**src/rtl/ddr_sched_pkg.sv**
```systemverilog
`default_nettype none
// ============================================================================
// Module   : ddr_sched_pkg
// Brief    : State encoding, command indices and counter widths for the
//            single-bank DDR command scheduler.
// Revision : 1.0
// ============================================================================
package ddr_sched_pkg;

    localparam int TCNT_W  = 9;
    localparam int REFI_W  = 16;

    localparam int CMD_W   = 5;
    localparam int CMD_ACT = 0;
    localparam int CMD_RD  = 1;
    localparam int CMD_WR  = 2;
    localparam int CMD_PR  = 3;
    localparam int CMD_REF = 4;

    typedef enum logic [2:0] {
        ST_IDLE     = 3'd0,
        ST_ACT_WAIT = 3'd1,
        ST_ACTIVE   = 3'd2,
        ST_CAS_WAIT = 3'd3,
        ST_PRE_WAIT = 3'd4,
        ST_REF_WAIT = 3'd5
    } state_e;

endpackage
`default_nettype wire

```
**src/rtl/ddr_bank_scheduler_rr_arb2.sv**
```systemverilog
`default_nettype none
// ============================================================================
// Module   : rr_arb2
// Brief    : Two-way round-robin arbiter; combinational grant, registered
//            pointer that moves past whichever requester was granted.
// Revision : 1.0
// ============================================================================
module rr_arb2 (
    input  logic       clk,
    input  logic       rst,
    input  logic [1:0] req_i,
    input  logic       upd_i,
    input  logic       upd_idx_i,
    output logic [1:0] gnt_o
);

    logic ptr_q;

    always_ff @(posedge clk or negedge rst) begin
        if (!rst) begin
            ptr_q <= 1'b0;
        end else if (upd_i) begin
            ptr_q <= ~upd_idx_i;
        end
    end

    always_comb begin
        gnt_o = 2'b00;
        if (req_i[ptr_q]) begin
            gnt_o[ptr_q] = 1'b1;
        end else if (req_i[~ptr_q]) begin
            gnt_o[~ptr_q] = 1'b1;
        end
    end

endmodule
`default_nettype wire

```
**src/rtl/ddr_bank_scheduler.sv**
```systemverilog
`default_nettype none
// ============================================================================
// Module   : ddr_bank_scheduler
// Brief    : Single-bank open-page DDR command scheduler with two requesters,
//            tRCD/tCL/tRP/tRFC timing and periodic refresh insertion.
// Revision : 1.0
// ============================================================================
module ddr_bank_scheduler
    import ddr_sched_pkg::*;
#(
    parameter int T_CL   = 17,
    parameter int T_RCD  = 17,
    parameter int T_RP   = 17,
    parameter int T_RFC  = 347,
    parameter int T_REFI = 7800,
    parameter int ROW_W  = 16,
    parameter int COL_W  = 10
) (
    input  logic               clk,
    input  logic               rst,
    input  logic [1:0]         req,
    input  logic [1:0]         req_we,
    input  logic [2*ROW_W-1:0] req_row,
    input  logic [2*COL_W-1:0] req_col,
    output logic [1:0]         gnt,
    output logic               ACT,
    output logic               RD,
    output logic               WR,
    output logic               PR,
    output logic               REF,
    output logic [ROW_W-1:0]   cmd_row,
    output logic [COL_W-1:0]   cmd_col,
    output logic               row_open,
    output logic               busy
);

    state_e             state_q, state_d, state_eff;
    logic [TCNT_W-1:0]  cnt_q, cnt_d;
    logic [REFI_W-1:0]  refi_q, refi_d;
    logic               ref_pend_q, ref_pend_d;
    logic               lock_vld_q, lock_vld_d;
    logic               lock_idx_q, lock_idx_d;
    logic [ROW_W-1:0]   open_row_q, open_row_d;
    logic [ROW_W-1:0]   cmd_row_q, cmd_row_d;
    logic [COL_W-1:0]   cmd_col_q, cmd_col_d;
    logic [CMD_W-1:0]   cmd_q, cmd_d;
    logic [1:0]         gnt_q, gnt_d;
    logic               row_open_q, row_open_d;

    logic [1:0]         w_arb_gnt;
    logic               w_use_lock, w_sel_vld, w_sel_idx, w_sel_we, w_refi_exp;
    logic [ROW_W-1:0]   w_sel_row;
    logic [COL_W-1:0]   w_sel_col;

    rr_arb2 u_arb (
        .clk       (clk),
        .rst       (rst),
        .req_i     (req),
        .upd_i     (|gnt_d),
        .upd_idx_i (w_sel_idx),
        .gnt_o     (w_arb_gnt)
    );

    // A still-requesting locked winner outranks the round-robin choice.
    assign w_use_lock = lock_vld_q & req[lock_idx_q];
    assign w_sel_vld  = w_use_lock | (|w_arb_gnt);
    assign w_sel_idx  = w_use_lock ? lock_idx_q : w_arb_gnt[1];
    assign w_sel_row  = w_sel_idx ? req_row[2*ROW_W-1:ROW_W] : req_row[ROW_W-1:0];
    assign w_sel_col  = w_sel_idx ? req_col[2*COL_W-1:COL_W] : req_col[COL_W-1:0];
    assign w_sel_we   = req_we[w_sel_idx];

    assign w_refi_exp = (refi_q == '0);
    assign refi_d     = w_refi_exp ? REFI_W'(T_REFI - 1) : refi_q - REFI_W'(1);
    assign ref_pend_d = (ref_pend_q & ~cmd_d[CMD_REF]) | w_refi_exp;
    assign row_open_d = cmd_q[CMD_ACT] ? 1'b1 : (cmd_q[CMD_PR] ? 1'b0 : row_open_q);

    // A wait state whose counter has expired decides as its successor state,
    // so the next command lands exactly T cycles after the previous one.
    always_comb begin
        state_eff = state_q;
        case (state_q)
            ST_ACT_WAIT, ST_CAS_WAIT: if (cnt_q == '0) state_eff = ST_ACTIVE;
            ST_PRE_WAIT, ST_REF_WAIT: if (cnt_q == '0) state_eff = ST_IDLE;
            default: ;
        endcase
    end

    always_comb begin
        state_d    = state_eff;
        cnt_d      = (cnt_q != '0) ? cnt_q - TCNT_W'(1) : '0;
        cmd_d      = '0;
        gnt_d      = '0;
        cmd_row_d  = cmd_row_q;
        cmd_col_d  = cmd_col_q;
        open_row_d = open_row_q;
        lock_vld_d = lock_vld_q;
        lock_idx_d = lock_idx_q;
        case (state_eff)
            ST_IDLE: begin
                if (ref_pend_q) begin
                    cmd_d[CMD_REF] = 1'b1;
                    cnt_d          = TCNT_W'(T_RFC - 1);
                    state_d        = ST_REF_WAIT;
                end else if (w_sel_vld) begin
                    cmd_d[CMD_ACT] = 1'b1;
                    cmd_row_d      = w_sel_row;
                    open_row_d     = w_sel_row;
                    lock_vld_d     = 1'b1;
                    lock_idx_d     = w_sel_idx;
                    cnt_d          = TCNT_W'(T_RCD - 1);
                    state_d        = ST_ACT_WAIT;
                end
            end
            ST_ACTIVE: begin
                if (ref_pend_q) begin
                    cmd_d[CMD_PR] = 1'b1;
                    cnt_d         = TCNT_W'(T_RP - 1);
                    state_d       = ST_PRE_WAIT;
                end else if (lock_vld_q && !req[lock_idx_q]) begin
                    lock_vld_d = 1'b0;
                end else if (w_sel_vld) begin
                    if (w_sel_row == open_row_q) begin
                        cmd_d[CMD_WR] = w_sel_we;
                        cmd_d[CMD_RD] = ~w_sel_we;
                        gnt_d         = w_sel_idx ? 2'b10 : 2'b01;
                        cmd_col_d     = w_sel_col;
                        lock_vld_d    = 1'b0;
                        cnt_d         = TCNT_W'(T_CL - 1);
                        state_d       = ST_CAS_WAIT;
                    end else begin
                        cmd_d[CMD_PR] = 1'b1;
                        lock_vld_d    = 1'b1;
                        lock_idx_d    = w_sel_idx;
                        cnt_d         = TCNT_W'(T_RP - 1);
                        state_d       = ST_PRE_WAIT;
                    end
                end
            end
            default: ;
        endcase
    end

    always_ff @(posedge clk or negedge rst) begin
        if (!rst) begin
            state_q    <= ST_IDLE;
            cnt_q      <= '0;
            refi_q     <= REFI_W'(T_REFI - 1);
            ref_pend_q <= 1'b0;
            lock_vld_q <= 1'b0;
            lock_idx_q <= 1'b0;
            open_row_q <= '0;
            cmd_row_q  <= '0;
            cmd_col_q  <= '0;
            cmd_q      <= '0;
            gnt_q      <= '0;
            row_open_q <= 1'b0;
        end else begin
            state_q    <= state_d;
            cnt_q      <= cnt_d;
            refi_q     <= refi_d;
            ref_pend_q <= ref_pend_d;
            lock_vld_q <= lock_vld_d;
            lock_idx_q <= lock_idx_d;
            open_row_q <= open_row_d;
            cmd_row_q  <= cmd_row_d;
            cmd_col_q  <= cmd_col_d;
            cmd_q      <= cmd_d;
            gnt_q      <= gnt_d;
            row_open_q <= row_open_d;
        end
    end

    assign gnt      = gnt_q;
    assign ACT      = cmd_q[CMD_ACT];
    assign RD       = cmd_q[CMD_RD];
    assign WR       = cmd_q[CMD_WR];
    assign PR       = cmd_q[CMD_PR];
    assign REF      = cmd_q[CMD_REF];
    assign cmd_row  = cmd_row_q;
    assign cmd_col  = cmd_col_q;
    assign row_open = row_open_q;
    assign busy     = (state_q != ST_IDLE) && (state_q != ST_ACTIVE);

endmodule
`default_nettype wire

```
**config.mk**
```make
export PLATFORM = sky130hd
export DESIGN_NAME = ddr_bank_scheduler
export DESIGN_NICKNAME = d
export VERILOG_FILES = /design/src/rtl/ddr_sched_pkg.sv /design/src/rtl/ddr_bank_scheduler_rr_arb2.sv /design/src/rtl/ddr_bank_scheduler.sv
export SDC_FILE = /design/constraint.sdc
export NUM_CORES = 1
export LEC_CHECK = 0
export BUFFER_PORTS_ARGS = -buffer_cell sky130_fd_sc_hd__buf_2
export CORE_UTILIZATION = 54
export CTS_CLUSTER_SIZE = 24
export DETAILED_ROUTE_END_ITERATION = 12
export GPL_ROUTABILITY_DRIVEN = 0
export PLACE_DENSITY = 0.8
export SYNTH_ARGS = -nofsm -noshare
export SYNTH_HDL_FRONTEND = slang
export SYNTH_SLANG_ARGS = --single-unit
```
**constraint.sdc**
```tcl
create_clock -name clk -period 3.3 [get_ports clk]
set_input_delay 0.33 -clock clk [delete_from_list [all_inputs] [get_ports clk]]
set_output_delay 0.33 -clock clk [all_outputs]
set_load 0.02 [all_outputs]
```
* Yosys cells after proc, flatten, opt, wreduce, memory -nomap -nowiden *
Index checks and enable logic that the tools add are counted.

word-level totals
  bits in registers = 66
  output and inout bits = 35

operators by class
  reduce and logical (&&, ||, !) cells = 20
  add/subtract/negate cells = 2
  bitwise gates (word level) = 10
  magnitude comparators = 6
  muxes and demuxes = 67
  eq/ne operators = 14

operators with widths
  cell                     number
  $mux W9                  5
  $mux W3                  11
  $mux W16                 2
  $mux W1                  31
  $mux W2                  10
  $pmux W9 S2              1
  $eq A16 B16 Y1           1
  $logic_not A16 Y1        1
  $sub A16 B1 Y16 const B  1
  $ne A2 B2 Y1 const B     6
  $pmux W3 S2              2
  $mux W10                 1
  $reduce_and A5 Y1        2
  $logic_not A9 Y1         1
  $reduce_bool A9 Y1       1
  $sub A9 B1 Y9 const B    1
  $lt A1 B2 Y1 const B     4
  $reduce_or A2 Y1         4
  $reduce_and A7 Y1        1
  $eq A3 B2 Y1 const B     2
  $eq A3 B3 Y1 const B     2
  $not A1 Y1               6
  $logic_and A1 B1 Y1      4
  $pmux W1 S2              2
  other kinds (12)         17

* Logic depth before layout (Yosys ltp) *
  depth in word-level cells = 16
  mapped depth = 11

* Cells and area by module *
A second synthesis with hierarchy kept.

second synthesis, totals
  cell total of the unflattened synthesis = 356
  area total of the unflattened synthesis = 3442.1 sq um

by module, submodules not included
  module              instances  area an instance (sq um)  cells each
  ddr_bank_scheduler  1          3384.5                    351
  rr_arb2             1          57.6                      5

* Worst setup path before layout *
No wires, ideal clock.

  path kind = register -> register
  start point = register cnt_q[0]
  end point = register cmd_col_q[0], in the netlist cmd_col[0]
  slack = 446 ps
  path buffers = 2
  arrival = 2729 ps
  data required time = 3175 ps
  clock period less this slack = 2854 ps
  setup time = 125 ps
  cell stages (with the launch flop) = 12
  cells stage by stage = dfrtp_1 > inv_1 > ha_1 > or4b_4 > or3_1 > buf_2 > a21oi_2 > o21ai_1 > and2b_1 > nand4b_4 > buf_6 > mux2_4

between the ends
  longest elaborated chain between the ends = 5

RTL lines
  element                          line                                                text
  start, declared                  ddr_bank_scheduler.sv:38                            logic [TCNT_W-1:0] cnt_q, cnt_d;
  start signal, assigned           ddr_bank_scheduler.sv:159                           cnt_q <= cnt_d;
  $logic_not A9 Y1 (*)             ddr_bank_scheduler.sv:82, ddr_bank_scheduler.sv:83
  $mux W3 (on tied branches)       ddr_bank_scheduler.sv:83, ddr_bank_scheduler.sv:82
  $pmux W3 S2 (*)                  ddr_bank_scheduler.sv:81                            case (state_q)
  $eq A3 B2 Y1 (*)                 ddr_bank_scheduler.sv:98                            case (state_eff)
  $reduce_and A5 Y1 (no line) (*)  -
  end signal, assigned             ddr_bank_scheduler.sv:166                           cmd_col_q <= cmd_col_d;
  end, declared                    ddr_bank_scheduler.sv:45                            logic [COL_W-1:0] cmd_col_q, cmd_col_d;

Mark *: on every way between the ends. The rest lies on a longest branch, timed or not.
A chain may end at the register's enable or synchronous reset.

* Worst setup path after layout *
  start point = register cnt_q[0]
  end point = register cmd_col_q[3], in the netlist cmd_col[3]

The elaborated chain is that of the path after synthesis.

==> out/results.tsv <==
stage	metric	value	unit
power_and_ir_drop	PwrDens	460	nW/um^2
detailed_routing	first-pass iteration count of the detailed router	10	
clock_network	CTS tree	done	
synth	flops & latches, synth	66	
sta	Period Utilization, post-route	92.4	%
worst_setup_path	Worst Path Arrival	3.27	ns
detailed_routing	antenna viol nets, final	0	
detailed_routing	DR vias	3546	
layout	fill cell count	554	
layout	layout cell share with drive strength beyond 1	30.7	%
die	chip height	87.7	um
grt	gr usage total	25.5	%
grt	vias in the first global route	3371	
detailed_routing	vias per cell	5.75	
clock_network	htree depth	3	
min_path	HP Class	input pin to asynchronous set/reset pin	
synth	count of cell types in the netlist	63	
sta	fin crit period	3.05	ns
die	Top Ports	93	
sta	final number of setup-violating endpoints	0	
layout	FF/Latch Area	1660	um^2
detailed_routing	Routed wire per std cell	15.4	um
detailed_routing	DRT Wirelength	9.52	mm
sta	RSZ-0062 raised after global routing	no	
synth	top-area cell type share of the netlist area	35.3	%
flow_run	max-cap violations	0	
clock_network	CTS root buf	clkbuf_8	
clock_network	# clock sinks	66	
sta	hold slack	0.0298	ns
synth	Area contributors post-synth	dfrtp_1 35%, dfstp_2 6.6%, xnor2_1 5.1%	
clock_network	clock buffer count from CTS	9	
worst_setup_path	WS Path Type	register to register	
outcome	status	complete, no violations	
die	row cnt	30	
synth	Seq/Total Area, Yosys	42.0	%
placed_design	# port buffers	92	
layout	commonest non-fill, non-tap cell in the layout	buf_2	
synth	synth warn	0	
synth	Mapped Cells	423	
sta	setup tns final	0	ns
layout	area occupied by multi-input gates	2130	um^2
synth	Synth area leader	dfrtp_1	
power_and_ir_drop	leakage	2.30	nW
worst_setup_path	Setup crit start kind	register	
detailed_routing	Starting DRT DRC Count	254	
sta	Max-slew headroom	51.2	%
synth	Avg Cell Area, Syn	9.37	um^2
worst_setup_path	Worst Path Max Fanout	15	
synth	EDFF count, synth	0	
synth	cell area after synthesis	3970	um^2
synth	most used flip-flop cell after synthesis	dfrtp_1	
clock_network	clock tree buffer depth	2	
die	die area	7690	um^2
power_and_ir_drop	Max IR drop VDD	0.285	mV
clock_network	hold_buf cts	0	
sta	Worst Tran Pin Value	0.731	ns
clock_network	CTS clk-pin slew, worst paths	0.08	ns
worst_setup_path	WP data required	3.53	ns
synth	ys async rst share	100	%
placed_design	post-DP HPWL	6.91	mm
die	initial core utilization	57.1	%
synth	syn_nets	484	
sta	FMAX	328	MHz
die	CORE AREA	6940	um^2
die	Die W	87.7	um
layout	ANT cells	0	
sta	pins over their slew limit	0	
layout	fin nets	577	
worst_setup_path	crit path capture type	register	
layout	most frequent cells in the layout	92 x buf_2, 56 x dfrtp_1, 49 x nor2_1	
sta	final hold violation count	0	
layout	area grow syn2layout	20.4	%
clock_network	Clock Latency Late Sink	0.35	ns
grt	Remaining Overflow, GRT	0	
grt	largest net degree at the start of global routing	37	
grt	global-route wire length before repair	15.1	mm
detailed_routing	residual DRC count	0	
grt	initial antenna violation count	0	
sta	Setup Skew	0.0164	ns
==> repair_timing <==
action	4_1_cts	5_1_grt
setup endpoints to repair	0	2
setup buffers	0	1
resized for setup	0	1
==> critical path: stages (launching register included) <==
cell and delay, ns:
dfrtp_1 0.39, inv_1 0.09, ha_1 0.21, or4b_4 0.50
or3_1 0.48, a21oi_2 0.21, o21ai_1 0.16, and2b_1 0.31
nand4b_4 0.12, buf_12 0.17, mux2_4 0.29
==> final timing paths <==
kind | startpoint | to | slack, ns | cells past startpoint
worst max-delay path | cnt_q[0]$_DFF_PN0_ | cmd_col[3]$_DFFE_PN0P_ | 0.25 | 10
max in group asynchronous | rst | refi_q[9]$_DFF_PN1_ | 2.33 | 2
min in group clk | req_we[0] | cmd_q[2]$_DFF_PN0_ | 0.24 | 3
worst max register to register | cnt_q[0]$_DFF_PN0_ | cmd_col[3]$_DFFE_PN0P_ | 0.25 | 10
worst min register to register | cmd_q[0]$_DFF_PN0_ | row_open$_DFFE_PN0P_ | 0.46 | 1
worst min-delay path | rst | cmd_row[7]$_DFFE_PN0P_ | 0.03 | 1
==> metrics by stage <==
stage / std cells / util, % / setup slack, ns / total power, W / instance area (um^2)
final: 617 / 68.7 / 0.252 / 0.00220 / 4770
after global routing: 617 / 68.7 / 0.121 / 0.00229 / 4770
after CTS: 616 / 68.4 / 0.149 / 0.00220 / 4750
after detailed placement: 600 / 65.2 / 0.179 / 0.00142 / 4520
after global placement: 600 / 65.2 / 0.294 / 0.00140 / 4520
after floorplan: 423 / - / 0.446 / 0.00126 / 3970
==> registers in the layout, summed over array words and instances (netlist names) <==
signal	flops
lock_idx_q	1
cmd_row	16
u_arb.ptr_q	1
cnt_q	9
row_open	1
ref_pend_q	1
gnt	2
cmd_col	10
lock_vld_q	1
state_q	3
cmd_q	5
refi_q	16
==> layer usage <==
layer  vias up  GRT usage [%]  share of wire (%)
met5         -              0                  0
met4         0           12.8                3.2
met3        27           4.81                6.2
met2       168           42.6                 48
met1      1670           31.7                 43
li1       1681              -                  -
==> cell type report <==
| type | instances | share of cell area [%] |
|---|---|---|
| Timing Repair Buffer | 99 | 11.0 |
| Clock buffer | 9 | 2.60 |
| Sequential cell | 66 | 34.9 |
| Clock inverter | 7 | 2.12 |
| Tap cell | 96 | 2.52 |
| Inverter | 29 | 2.28 |
| Multi-Input combinational cell | 311 | 44.6 |
==> kinds of logic after synthesis <==
kind of cell	share of synthesized area [%]
compound gates	13.7
xor+xnor	6.85
fa+ha+maj	0.947
buf+inv	4.86
flops	42.0
mux	11.1
simple gates	20.5
==> Yosys cell counts, types with 5 or more instances <==
| cell | n |
|---|---|
| mux2_2 | 16 |
| or3_1 | 5 |
| nor2b_1 | 7 |
| dfrtp_1 | 56 |
| inv_1 | 28 |
| a21oi_1 | 28 |
| nor2_1 | 49 |
| nand2b_1 | 17 |
| nor3_1 | 9 |
| o22ai_1 | 7 |
| nand3_1 | 17 |
| dfstp_2 | 10 |
| nand2_1 | 26 |
| nor4_1 | 6 |
| mux2_4 | 6 |
| a31oi_1 | 7 |
| xnor2_1 | 23 |
| mux2i_1 | 17 |
| clkbuf_1 | 11 |
| o21ai_0 | 10 |
| xor2_1 | 8 |
==> power by group <==
part / leakage, nW / switching [W] / internal [W]
clock network: 0.112 / 0.000351 / 0.000433
registers: 0.798 / 0.0000898 / 0.000886
logic: 1.39 / 0.000241 / 0.000196
Note: power is estimated with default switching activity, not from simulation.
